### config.mk
export PLATFORM = sky130hd
export DESIGN_NAME = sa_feeder
export DESIGN_NICKNAME = d
export VERILOG_FILES = /design/src/rtl/sa_pkg.sv /design/src/rtl/sa_skew_line.sv /design/src/rtl/sa_feeder.sv
export SDC_FILE = /design/constraint.sdc
export NUM_CORES = 1
export LEC_CHECK = 0
export ABC_AREA = 1
export CORE_MARGIN = 1
export CORE_UTILIZATION = 39
export CTS_CLUSTER_DIAMETER = 100
export DETAILED_ROUTE_END_ITERATION = 8
export GPL_TIMING_DRIVEN = 0
export PLACE_DENSITY_LB_ADDON = 0.3
export RECOVER_POWER = 50
export SLEW_MARGIN = 20
export SYNTH_ARGS = -nofsm -noshare
export SYNTH_HDL_FRONTEND = slang
export SYNTH_SLANG_ARGS = --single-unit
### constraint.sdc
create_clock -name clk -period 1.1 [get_ports clk]
set_input_delay 0.22 -clock clk [delete_from_list [all_inputs] [get_ports clk]]
set_output_delay 0.22 -clock clk [all_outputs]
set_load 0.01 [all_outputs]
### src/rtl/sa_pkg.sv
// Shared definitions for the systolic-array feeder, the array and its drain block.
// Default geometry plus the feeder's sequencing states.
package sa_pkg;

    localparam int N      = 4;
    localparam int DATA_W = 8;

    typedef enum logic [2:0] {
        IDLE   = 3'd0,
        LOAD_W = 3'd1,
        SWAP   = 3'd2,
        STREAM = 3'd3,
        DRAIN  = 3'd4
    } feeder_state_t;

    // One counter covers both the N weight beats and the 2N-1 drain cycles.
    function automatic int cnt_width(input int n);
        return $clog2(2 * n);
    endfunction

endpackage

### src/rtl/sa_skew_line.sv
// Delay line of DEPTH register stages carrying {data, valid, switch} to one array row.
// Latency DEPTH cycles; no backpressure, shifts every cycle; sync reset clears every stage.
module sa_skew_line #(
    parameter int DEPTH  = 1,
    parameter int DATA_W = 8
) (
    input  logic              clk,
    input  logic              rst,
    input  logic [DATA_W-1:0] in_data,
    input  logic              in_valid,
    input  logic              in_switch,
    output logic [DATA_W-1:0] out_data,
    output logic              out_valid,
    output logic              out_switch
);

    logic [DEPTH-1:0][DATA_W-1:0] data_q;
    logic [DEPTH-1:0][DATA_W-1:0] data_d;
    logic [DEPTH-1:0]             valid_q;
    logic [DEPTH-1:0]             valid_d;
    logic [DEPTH-1:0]             switch_q;
    logic [DEPTH-1:0]             switch_d;

    always_comb begin
        data_d[0]   = in_data;
        valid_d[0]  = in_valid;
        switch_d[0] = in_switch;
        for (int i = 1; i < DEPTH; i++) begin
            data_d[i]   = data_q[i-1];
            valid_d[i]  = valid_q[i-1];
            switch_d[i] = switch_q[i-1];
        end
    end

    always_ff @(posedge clk) begin
        if (rst) begin
            data_q   <= '0;
            valid_q  <= '0;
            switch_q <= '0;
        end else begin
            data_q   <= data_d;
            valid_q  <= valid_d;
            switch_q <= switch_d;
        end
    end

    assign out_data   = data_q[DEPTH-1];
    assign out_valid  = valid_q[DEPTH-1];
    assign out_switch = switch_q[DEPTH-1];

endmodule

### src/rtl/sa_feeder.sv
// Sequences weight load, weight swap, skewed activation streaming and drain into an NxN array.
// Weights reach the top edge 1 cycle after acceptance, row r activations 1+r cycles after; ready-based backpressure.
module sa_feeder #(
    parameter int N      = sa_pkg::N,
    parameter int DATA_W = sa_pkg::DATA_W
) (
    input  logic                clk,
    input  logic                rst,
    input  logic                cmd_valid,
    output logic                cmd_ready,
    input  logic                cmd_reuse_w,
    input  logic                w_valid,
    output logic                w_ready,
    input  logic [N*DATA_W-1:0] w_data,
    input  logic                a_valid,
    output logic                a_ready,
    input  logic [N*DATA_W-1:0] a_data,
    input  logic                a_last,
    output logic [N*DATA_W-1:0] north_weight,
    output logic [N-1:0]        north_accept_w,
    output logic [N*DATA_W-1:0] west_input,
    output logic [N-1:0]        west_valid,
    output logic [N-1:0]        west_switch,
    output logic                busy,
    output logic                tile_done
);

    import sa_pkg::feeder_state_t;
    import sa_pkg::IDLE;
    import sa_pkg::LOAD_W;
    import sa_pkg::SWAP;
    import sa_pkg::STREAM;
    import sa_pkg::DRAIN;
    import sa_pkg::cnt_width;

    localparam int               CNT_W      = cnt_width(N);
    localparam logic [CNT_W-1:0] LAST_BEAT  = CNT_W'(N - 1);
    localparam logic [CNT_W-1:0] LAST_DRAIN = CNT_W'(2 * N - 2);

    feeder_state_t       state_q;
    feeder_state_t       state_d;
    logic [CNT_W-1:0]    cnt_q;
    logic [CNT_W-1:0]    cnt_d;
    logic [N*DATA_W-1:0] north_weight_q;
    logic [N*DATA_W-1:0] north_weight_d;
    logic                north_accept_q;
    logic                north_accept_d;

    logic                w_fire;
    logic                head_valid;
    logic                head_switch;
    logic [N*DATA_W-1:0] head_data;

    always_comb begin
        state_d     = state_q;
        cmd_ready   = 1'b0;
        w_ready     = 1'b0;
        a_ready     = 1'b0;
        tile_done   = 1'b0;
        head_valid  = 1'b0;
        head_switch = 1'b0;
        head_data   = '0;

        case (state_q)
            IDLE: begin
                cmd_ready = 1'b1;
                if (cmd_valid) begin
                    state_d = cmd_reuse_w ? STREAM : LOAD_W;
                end
            end
            LOAD_W: begin
                w_ready = 1'b1;
                if (w_valid && (cnt_q == LAST_BEAT)) begin
                    state_d = SWAP;
                end
            end
            SWAP: begin
                head_switch = 1'b1;
                state_d     = STREAM;
            end
            STREAM: begin
                a_ready = 1'b1;
                // A stalled cycle still advances the skew lines, as a zero bubble.
                if (a_valid) begin
                    head_valid = 1'b1;
                    head_data  = a_data;
                    if (a_last) begin
                        state_d = DRAIN;
                    end
                end
            end
            DRAIN: begin
                if (cnt_q == LAST_DRAIN) begin
                    tile_done = 1'b1;
                    state_d   = IDLE;
                end
            end
            default: begin
                state_d = IDLE;
            end
        endcase

        if (rst) begin
            cmd_ready   = 1'b0;
            w_ready     = 1'b0;
            a_ready     = 1'b0;
            tile_done   = 1'b0;
            head_valid  = 1'b0;
            head_switch = 1'b0;
            head_data   = '0;
        end
    end

    assign w_fire = w_valid & w_ready;

    // Restarting from zero on every state change lets LOAD_W and DRAIN share the counter.
    always_comb begin
        cnt_d = cnt_q;
        if (state_d != state_q) begin
            cnt_d = '0;
        end else if (w_fire || (state_q == DRAIN)) begin
            cnt_d = cnt_q + CNT_W'(1);
        end
    end

    always_comb begin
        north_accept_d = w_fire;
        north_weight_d = w_fire ? w_data : '0;
    end

    always_ff @(posedge clk) begin
        if (rst) begin
            state_q        <= IDLE;
            cnt_q          <= '0;
            north_weight_q <= '0;
            north_accept_q <= 1'b0;
        end else begin
            state_q        <= state_d;
            cnt_q          <= cnt_d;
            north_weight_q <= north_weight_d;
            north_accept_q <= north_accept_d;
        end
    end

    assign north_weight   = north_weight_q;
    assign north_accept_w = {N{north_accept_q}};
    assign busy           = (state_q != IDLE) && !rst;

    for (genvar r = 0; r < N; r++) begin : g_row
        sa_skew_line #(
            .DEPTH  (r + 1),
            .DATA_W (DATA_W)
        ) u_skew (
            .clk        (clk),
            .rst        (rst),
            .in_data    (head_data[r*DATA_W +: DATA_W]),
            .in_valid   (head_valid),
            .in_switch  (head_switch),
            .out_data   (west_input[r*DATA_W +: DATA_W]),
            .out_valid  (west_valid[r]),
            .out_switch (west_switch[r])
        );
    end

endmodule

# Yosys cells after proc, flatten, opt, wreduce, memory -nomap -nowiden
# Cells that the tools add are included.
[op_classes]
n_addsub = 1
eq_ne = 7
reduce_logical = 9
bitwise = 4
muxes = 19
[op_table]
columns = ["op", "n"]
rows = [
  ["$mux 3", 5],
  ["$pmux 3 s5", 1],
  ["$mux 1", 12],
  ["$eq 3x2->1 const B", 3],
  ["$eq 3x3->1 const B", 2],
  ["$reduce_or 2->1", 2],
  ["$add 3x1->3 const B", 1],
  ["$eq 3x1->1 const B", 1],
  ["$logic_not 3->1", 1],
  ["$ne 3x3->1", 1],
  ["$not 1->1", 3],
  ["$reduce_bool 3->1", 1],
  ["$reduce_or 3->1", 1],
  ["$logic_and 1x1->1", 2],
  ["$mux 2", 1],
  ["$and 1x1->1", 1],
  ["$logic_not 1->1", 1],
  ["$logic_or 1x1->1", 1],
]
[word_totals]
ff_bits = 139
output_inout_bits = 81
elab_cells = 62
inputBits = 71

# Logic depth before layout (Yosys ltp)
# Gate-level depths: netlist of run 1.
[logic_depth]
word_depth = 6
depth_mapped = 8
mapped_depth_nobuf = 8

# By module
# A second synthesis of run 1 with hierarchy kept.
[hier_totals]
hier_cells = 557
hier_area_um2 = 4600.7
[by_module_without_submodules]
columns = ["module", "cells_each", "n_inst", "area_each_um2", "seq_area_each_um2"]
rows = [
  ["sa_feeder", 247, 1, 1735.4, 780.7],
  ["sa_skew_line at g_row[3].u_skew", 124, 1, 1146.1, 800.8],
  ["sa_skew_line at g_row[2].u_skew", 93, 1, 859.6, 600.6],
  ["sa_skew_line at g_row[1].u_skew", 62, 1, 573.0, 400.4],
  ["sa_skew_line at g_row[0].u_skew", 31, 1, 286.5, 200.2],
]

# Worst setup path before layout of run 1
# No wires, ideal clock.
[synth_path]
kind = "register to output"
startpoint = "register state_q[0]"
endpoint = "output tile_done"
stages_incl_launch_ff = 4
required_time_ns = 0.880
arrival_time_ns = 1.016
n_path_buf = 0
slack_ns = -0.136
path_cell_list = "dfxtp_1 -> nor2_1 -> nand2_1 -> nor3_1"
[synth_between]
elab_chain_cells = 3
[synth_rtl]
columns = ["element", "line", "rtl"]
rows = [
  ["start: declaration", "sa_feeder.sv:40", "feeder_state_t state_q;"],
  ["start signal: assignment", "sa_feeder.sv:138", "state_q <= state_d;"],
  ["$eq 3x3->1", "sa_feeder.sv:64", "case (state_q)"],
  ["$mux 1", "sa_feeder.sv:64", ""],
  ["$mux 1", "sa_feeder.sv:103", "if (rst) begin"],
  ["end: declaration", "sa_feeder.sv:25", "output logic tile_done"],
]
# No other way between the ends.

# Final worst setup path of run 1
[layout_path]
startpoint = "register cnt_q[0]"
endpoint = "output tile_done"
[layout_between]
elab_chain_cells = 4
[layout_rtl]
columns = ["element", "line", "rtl"]
rows = [
  ["start: declaration", "sa_feeder.sv:42", "logic [CNT_W-1:0] cnt_q;"],
  ["start signal: assignment", "sa_feeder.sv:139", "cnt_q <= cnt_d;"],
  ["$eq 3x3->1", "sa_feeder.sv:93", "if (cnt_q == LAST_DRAIN) begin"],
  ["$mux 1", "sa_feeder.sv:93", ""],
  ["$mux 1", "sa_feeder.sv:64", ""],
  ["$mux 1", "sa_feeder.sv:103", ""],
]
# No other way between the ends.

==> impl_metrics.py, run 1 <==
metrics = {
    "worst_setup_path": {
        "critPathCaptureType": "primary output",
        "max_stage_delay_ns": 0.36,
        "crit_path_start": "cnt_q[0]$_SDFFE_PP0P_",
        "crit_buf_inv": 2,
        "r2r_start": "state_q[0]$_SDFF_PP0_",
        "critPathTopFamily": "flip-flops",
        "path_max_fanout": 3,
        "cp_data_arrival_time_ns": 1.43,
        "start_kind": "register",
        "slowest_stage": "dfxtp_4",
        "required_ns": 0.88,
        "criticalPathCategory": "register to primary output",
        "cp_cell_sequence": "inv_4 -> ha_4 -> nand2_4 -> nor3_2 -> buf_2",
    },
    "clocking": {
        "h-tree-depth": 4,
        "clk_latency_ns": 0.50,
        "cts_tree": "done",
        "cts_buffer_depth": 2,
        "cts.sinks": 127,
        "numCtsBuffers": 17,
        "ctsRootBufferMaster": "clkbuf_8",
        "cts.clk_slew.worst_paths_ns": 0.06,
    },
    "routing": {
        "vias": 3248,
        "wl_per_cell_um": 12.57,
        "drtAntennaViolNets": 0,
        "drc_errors": 0,
        "drt_iter0_drc": 46,
        "drt_pass1_iterations": 4,
        "via_per_inst": 4.106,
        "routed_wl_um": 9940,
    },
    "finish": {
        "fin_nets": 719,
        "layout-drive-gt1-share_pct": 41.64,
        "antenna_cells": 0,
        "syn2layout_area_growth_pct": 79.57,
    },
    "synth": {
        "ys_types": 19,
        "synth_fp_nets": 530,
        "ys_seq_area_share_pct": 64.98,
        "syn_area_um2": 3913,
        "syn_area_per_cell_um2": 8.580,
        "synthArstFlopShare_pct": 0,
        "syn_inst": 456,
        "ys_seq_elements": 127,
        "ys_warn_count": 0,
        "synth_edf_count": 0,
        "synth_ff_type": "dfxtp_1",
    },
    "global_routing": {
        "grt_max_degree": 17,
        "grt_usage_pct": 17.78,
        "gr-total-overflow": 0,
        "grt_pass1_wl_um": 13780,
        "grt_pass1_vias": 3057,
        "antenna_found_initial": 0,
    },
    "placed_design": {
        "hpwl_um": 5869,
        "gp_congestion": 0.7971,
        "port_buffers": 150,
        "dp_slack_ns": -0.7090,
    },
    "sta": {
        "setup-violations-final": 151,
        "drv_slew": 0,
        "post-route-min-period_ns": 1.646,
        "hold_violations": 0,
        "fin_crit_sh_pct": 149.6,
        "max_freq_ghz": 0.6077,
        "setup_slack_ns": -0.5456,
        "worst_slew_pin_slew_ns": 0.5627,
        "clock-skew-final_ns": 0.01298,
        "grt_setup_unrepaired": "yes",
        "relSlewSlack_pct": 62.49,
        "tns_ns": -16.60,
    },
    "run_status": {
        "violations": "negative setup slack",
        "outcome": "complete, but fails checks",
    },
    "power": {
        "ir_drop_mv": 1.010,
        "leakage_nw": 3.224,
        "p_per_area_nw_per_um2": 1689,
    },
    "floorplanning": {
        "core_um2": 9729,
        "die_area_um2": 10440,
        "start_util_pct": 40.21,
        "fp.dieW_um": 102.2,
        "die_y_um": 102.2,
        "num_rows": 36,
        "boundaryPins": 152,
    },
    "min_path": {
        "hold_path.class": "input pin to register",
        "hp-start": "a_data[16]",
    },
    "run": {
        "drv_cap": 0,
    },
}
## power by group
group | switching, mW | internal [mW] | leakage [nW]
logic | 0.524 | 0.597 | 1.87
clock network | 2.06 | 3.96 | 0.313
registers | 0.0511 | 4.67 | 1.05
## cells in the final DEF (no fill, tap or decap), types with 5 or more instances in the layout
cell type,Yosys,layout
nor2_1,131,73
clkdlybuf4s50_1,0,68
nor2_4,0,46
nor2_2,1,13
bufinv_16,0,5
dfxtp_1,127,89
buf_2,7,47
dfxtp_4,0,6
buf_1,6,6
buf_12,0,8
buf_4,12,9
buf_6,0,48
inv_1,129,125
dfxtp_2,0,32
clkbuf_16,0,16
nand2_1,16,9
## logic make-up (layout without fill, tap and decap cells)
family / Yosys count / after routing / share of synthesized area, %
buffers and inverters: 156 / 356 / 16.34
and+or+nand+nor: 163 / 165 / 16.79
adders and majority gates: 3 / 3 / 0.9595
DFF: 127 / 127 / 64.98
AOI/OAI and AO/OA: 7 / 7 / 0.9275
## timing repair
action	CTS	global route
endpoints found under the setup margin	146	151
pin swaps	6	13
buffers inserted	13	11
cloned	8	0
gates resized for setup	420	165
hold buffers	0	0
hold endpoints to repair	0	0
## synth_stat cells, types with 2 or more instances
cell type | number | area, um2
nor2_1 | 131 | 491.7
inv_1 | 129 | 484.2
dfxtp_1 | 127 | 2542
nand2_1 | 16 | 60.06
buf_4 | 12 | 90.09
nand3_1 | 8 | 40.04
buf_2 | 7 | 35.03
buf_1 | 6 | 22.52
a21oi_1 | 4 | 20.02
ha_1 | 3 | 37.54
nor3_1 | 3 | 15.01
inv_2 | 2 | 7.510
o21ai_0 | 2 | 10.01
## registers in the layout, summed over array words and instances, names as in the netlist
register	flops
g_row.u_skew.data_d	48
g_row.u_skew.out_data	32
north_weight	32
g_row.u_skew.switch_q	4
g_row.u_skew.valid_q	4
cnt_q	3
state_q	3
north_accept_q	1
## final timing paths
check / endpoint / slack, ns / cells after the start
setup / recovery: tile_done / -0.55 / 5
hold / removal: g_row[2].u_skew.data_d[8]$_SDFF_PP0_ / 0.24 / 3
setup reg to reg: g_row[1].u_skew.data_d[14]$_SDFF_PP0_ / -0.22 / 8
hold reg to reg: g_row[1].u_skew.out_data[0]$_SDFF_PP0_ / 0.39 / 2
## cell type report
| type | instances | area, um2 |
|---|---|---|
| Multi-Input combinational cell | 175 | 1282 |
| Inverter | 131 | 496.7 |
| Sequential cell | 127 | 2605 |
| Timing Repair Buffer | 178 | 1670 |
| Clock buffer | 18 | 417.9 |
| Fill cell | 702 | 2704 |
| Buffer | 15 | 160.2 |
| Tap cell | 133 | 166.4 |
| Clock inverter | 14 | 226.5 |
## routing by layer
layer | track usage (%) | up-vias | wire, um
met5 | 0 | - | 0
met4 | 6.923 | 0 | 74
met3 | 6.840 | 9 | 745
met2 | 33.09 | 129 | 5356
met1 | 17.75 | 1467 | 3764
li1 | - | 1643 | -
## worst min-delay path, stage by stage
cell	delay (ns)
clkdlybuf4s50_1	0.39
inv_1	0.05
nor2_1	0.03
## through the flow
step                hold slack, ns  instance area [um2]  cells  power (mW)  utilization (%)
global placement            0.3891                 5639    739       5.541            57.96
detailed placement          0.3924                 5639    739       5.560            57.96
finish                      0.2415                 7025    791       11.86            72.21
floorplan                   0.3322                 3971    456       5.111                -
global route                0.2190                 7025    791       12.27            72.21
CTS                         0.2164                 6346    784       11.70            65.23
Note: power is estimated with default switching activity, not from simulation.
==> run 2, diff against run 1 <==
- CTS_CLUSTER_DIAMETER: 100 -> 200
- MAX_ROUTING_LAYER: unset -> met4
==> impl_metrics.py, run 2 (synthesis gave the netlist of run 1 again) <==
metrics = {
    "worst_setup_path": {
        "r2r_start": "state_q[0]$_SDFF_PP0_",
        "reg2regPathDepth": 8,
        "cp_data_arrival_time_ns": 1.42,
        "path_max_fanout": 3,
        "crit_path_start": "cnt_q[0]$_SDFFE_PP0P_",
        "criticalPathCategory": "register to primary output",
        "r2r_end": "g_row[1].u_skew.data_d[14]$_SDFF_PP0_",
        "r2r_setup_slack_ns": -0.21,
        "endpoint": "tile_done",
        "required_ns": 0.88,
        "start_kind": "register",
        "critPathCaptureType": "primary output",
    },
    "power": {
        "p_per_area_nw_per_um2": 1691,
        "ir_drop_mv": 1.015,
        "leakage_nw": 3.224,
    },
    "sta": {
        "worst_slew_pin_slew_ns": 0.5541,
        "setup-violations-final": 151,
        "tns_ns": -16.52,
        "hold_violations": 0,
        "max_freq_ghz": 0.6084,
        "grt_setup_unrepaired": "yes",
        "post-route-min-period_ns": 1.644,
        "relSlewSlack_pct": 63.06,
        "drv_slew": 0,
        "setup_slack_ns": -0.5435,
        "fin_crit_sh_pct": 149.4,
        "hold_ws_ns": 0.2390,
        "clock-skew-final_ns": 0.01240,
    },
    "routing": {
        "wl_per_cell_um": 12.58,
        "drtAntennaViolNets": 0,
        "drt_iter0_drc": 47,
        "via_per_inst": 4.105,
        "routed_wl_um": 9947,
        "drc_errors": 0,
        "vias": 3247,
        "drt_pass1_iterations": 4,
    },
    "clocking": {
        "clk_latency_ns": 0.50,
        "cts_buffer_depth": 2,
        "ctsRootBufferMaster": "clkbuf_8",
        "numCtsBuffers": 17,
        "h-tree-depth": 4,
        "cts.clk_slew.worst_paths_ns": 0.06,
        "cts_tree": "done",
        "hold_buffers": 0,
        "cts.sinks": 127,
    },
    "finish": {
        "fillCellCount": 702,
        "final_common_cell": "inv_1",
        "final_cell_mix": "inv_1 (125), dfxtp_1 (89), nor2_1 (73)",
        "fin_nets": 719,
        "syn2layout_area_growth_pct": 79.57,
        "final_util_pct": 72.21,
        "antenna_cells": 0,
        "fin_cells": 791,
        "largest_register_ffs": 48,
        "layout-drive-gt1-share_pct": 41.64,
    },
    "min_path": {
        "worstHoldPathCells": 3,
        "hold_path.class": "input pin to register",
        "hp-start": "a_data[16]",
    },
    "run": {
        "drv_cap": 0,
    },
    "floorplanning": {
        "die_y_um": 102.2,
        "boundaryPins": 152,
        "core_um2": 9729,
        "num_rows": 36,
        "die_area_um2": 10440,
        "start_util_pct": 40.21,
        "fp.dieW_um": 102.2,
    },
    "global_routing": {
        "grt_pass1_vias": 3059,
        "grt_usage_pct": 18.40,
        "grt_pass1_wl_um": 13800,
        "gr-total-overflow": 0,
        "grt_max_degree": 17,
        "antenna_found_initial": 0,
    },
    "run_status": {
        "outcome": "complete, but fails checks",
        "violations": "negative setup slack",
    },
    "placed_design": {
        "port_buffers": 150,
        "place_inst": 739,
        "hpwl_um": 5869,
        "gp_congestion": 0.8085,
    },
}
run 2: cell counts in the layout (fill, tap and decap cells not counted):
Identical to the previous run, type by type.
run 2: worst min path at each step:
stage	slack [ns]	to
finish	0.24	g_row[2].u_skew.data_d[8]$_SDFF_PP0_
CTS	0.22	g_row[1].u_skew.data_d[12]$_SDFF_PP0_
floorplan	0.33	g_row[0].u_skew.out_data[0]$_SDFF_PP0_
global placement	0.39	g_row[3].u_skew.data_d[25]$_SDFF_PP0_
detailed placement	0.39	g_row[2].u_skew.data_d[22]$_SDFF_PP0_
global route	0.22	g_row[1].u_skew.data_d[8]$_SDFF_PP0_
run 2: cell type report:
class / count / area [um2] / area share (%)
Timing Repair Buffer: 178 / 1670 / 23.78
Inverter: 131 / 496.7 / 7.070
Multi-Input combinational cell: 175 / 1282 / 18.25
Clock inverter: 14 / 226.5 / 3.224
Tap cell: 133 / 166.4 / 2.369
Clock buffer: 18 / 417.9 / 5.948
Buffer: 15 / 160.2 / 2.280
Sequential cell: 127 / 2605 / 37.08
run 2: worst max-delay path: stages (launching register included):
cell and delay, ns:
dfxtp_4 0.36, inv_4 0.06, ha_4 0.13, nand2_4 0.06
nor3_2 0.17, buf_2 0.16
run 2: where the power goes:
part	leakage (nW)	internal [mW]	switching [mW]
Combinational	1.87	0.597	0.523
Sequential	1.05	4.67	0.0508
Clock	0.313	3.96	2.08
run 2: per-stage QoR:
step | cell area [um2] | power, mW | worst slack [ns]
2_1_floorplan | 3971 | 5.111 | -0.05595
3_3_place_gp | 5639 | 5.541 | -0.6820
3_5_place_dp | 5639 | 5.560 | -0.7090
4_1_cts | 6346 | 11.70 | -0.5856
5_1_grt | 7025 | 12.27 | -0.6116
6_report | 7025 | 11.88 | -0.5435
run 2: what timing repair did:
| action | 4_1_cts | 5_1_grt |
|---|---|---|
| pin swaps | 6 | 13 |
| endpoints found under the setup margin | 146 | 151 |
| hold endpoints to repair | 0 | 0 |
| setup buffers | 13 | 11 |
| resized for setup | 420 | 165 |
| gates cloned | 8 | 0 |
run 2: routing by layer:
| metal | GRT usage [%] | vias to the layer above | wire [um] |
|---|---|---|---|
| met3 | 6.019 | 10 | 707 |
| met5 | - | - | 0 |
| met2 | 33.04 | 127 | 5340 |
| met4 | 7.582 | 0 | 84 |
| li1 | - | 1645 | - |
| met1 | 18.22 | 1465 | 3814 |
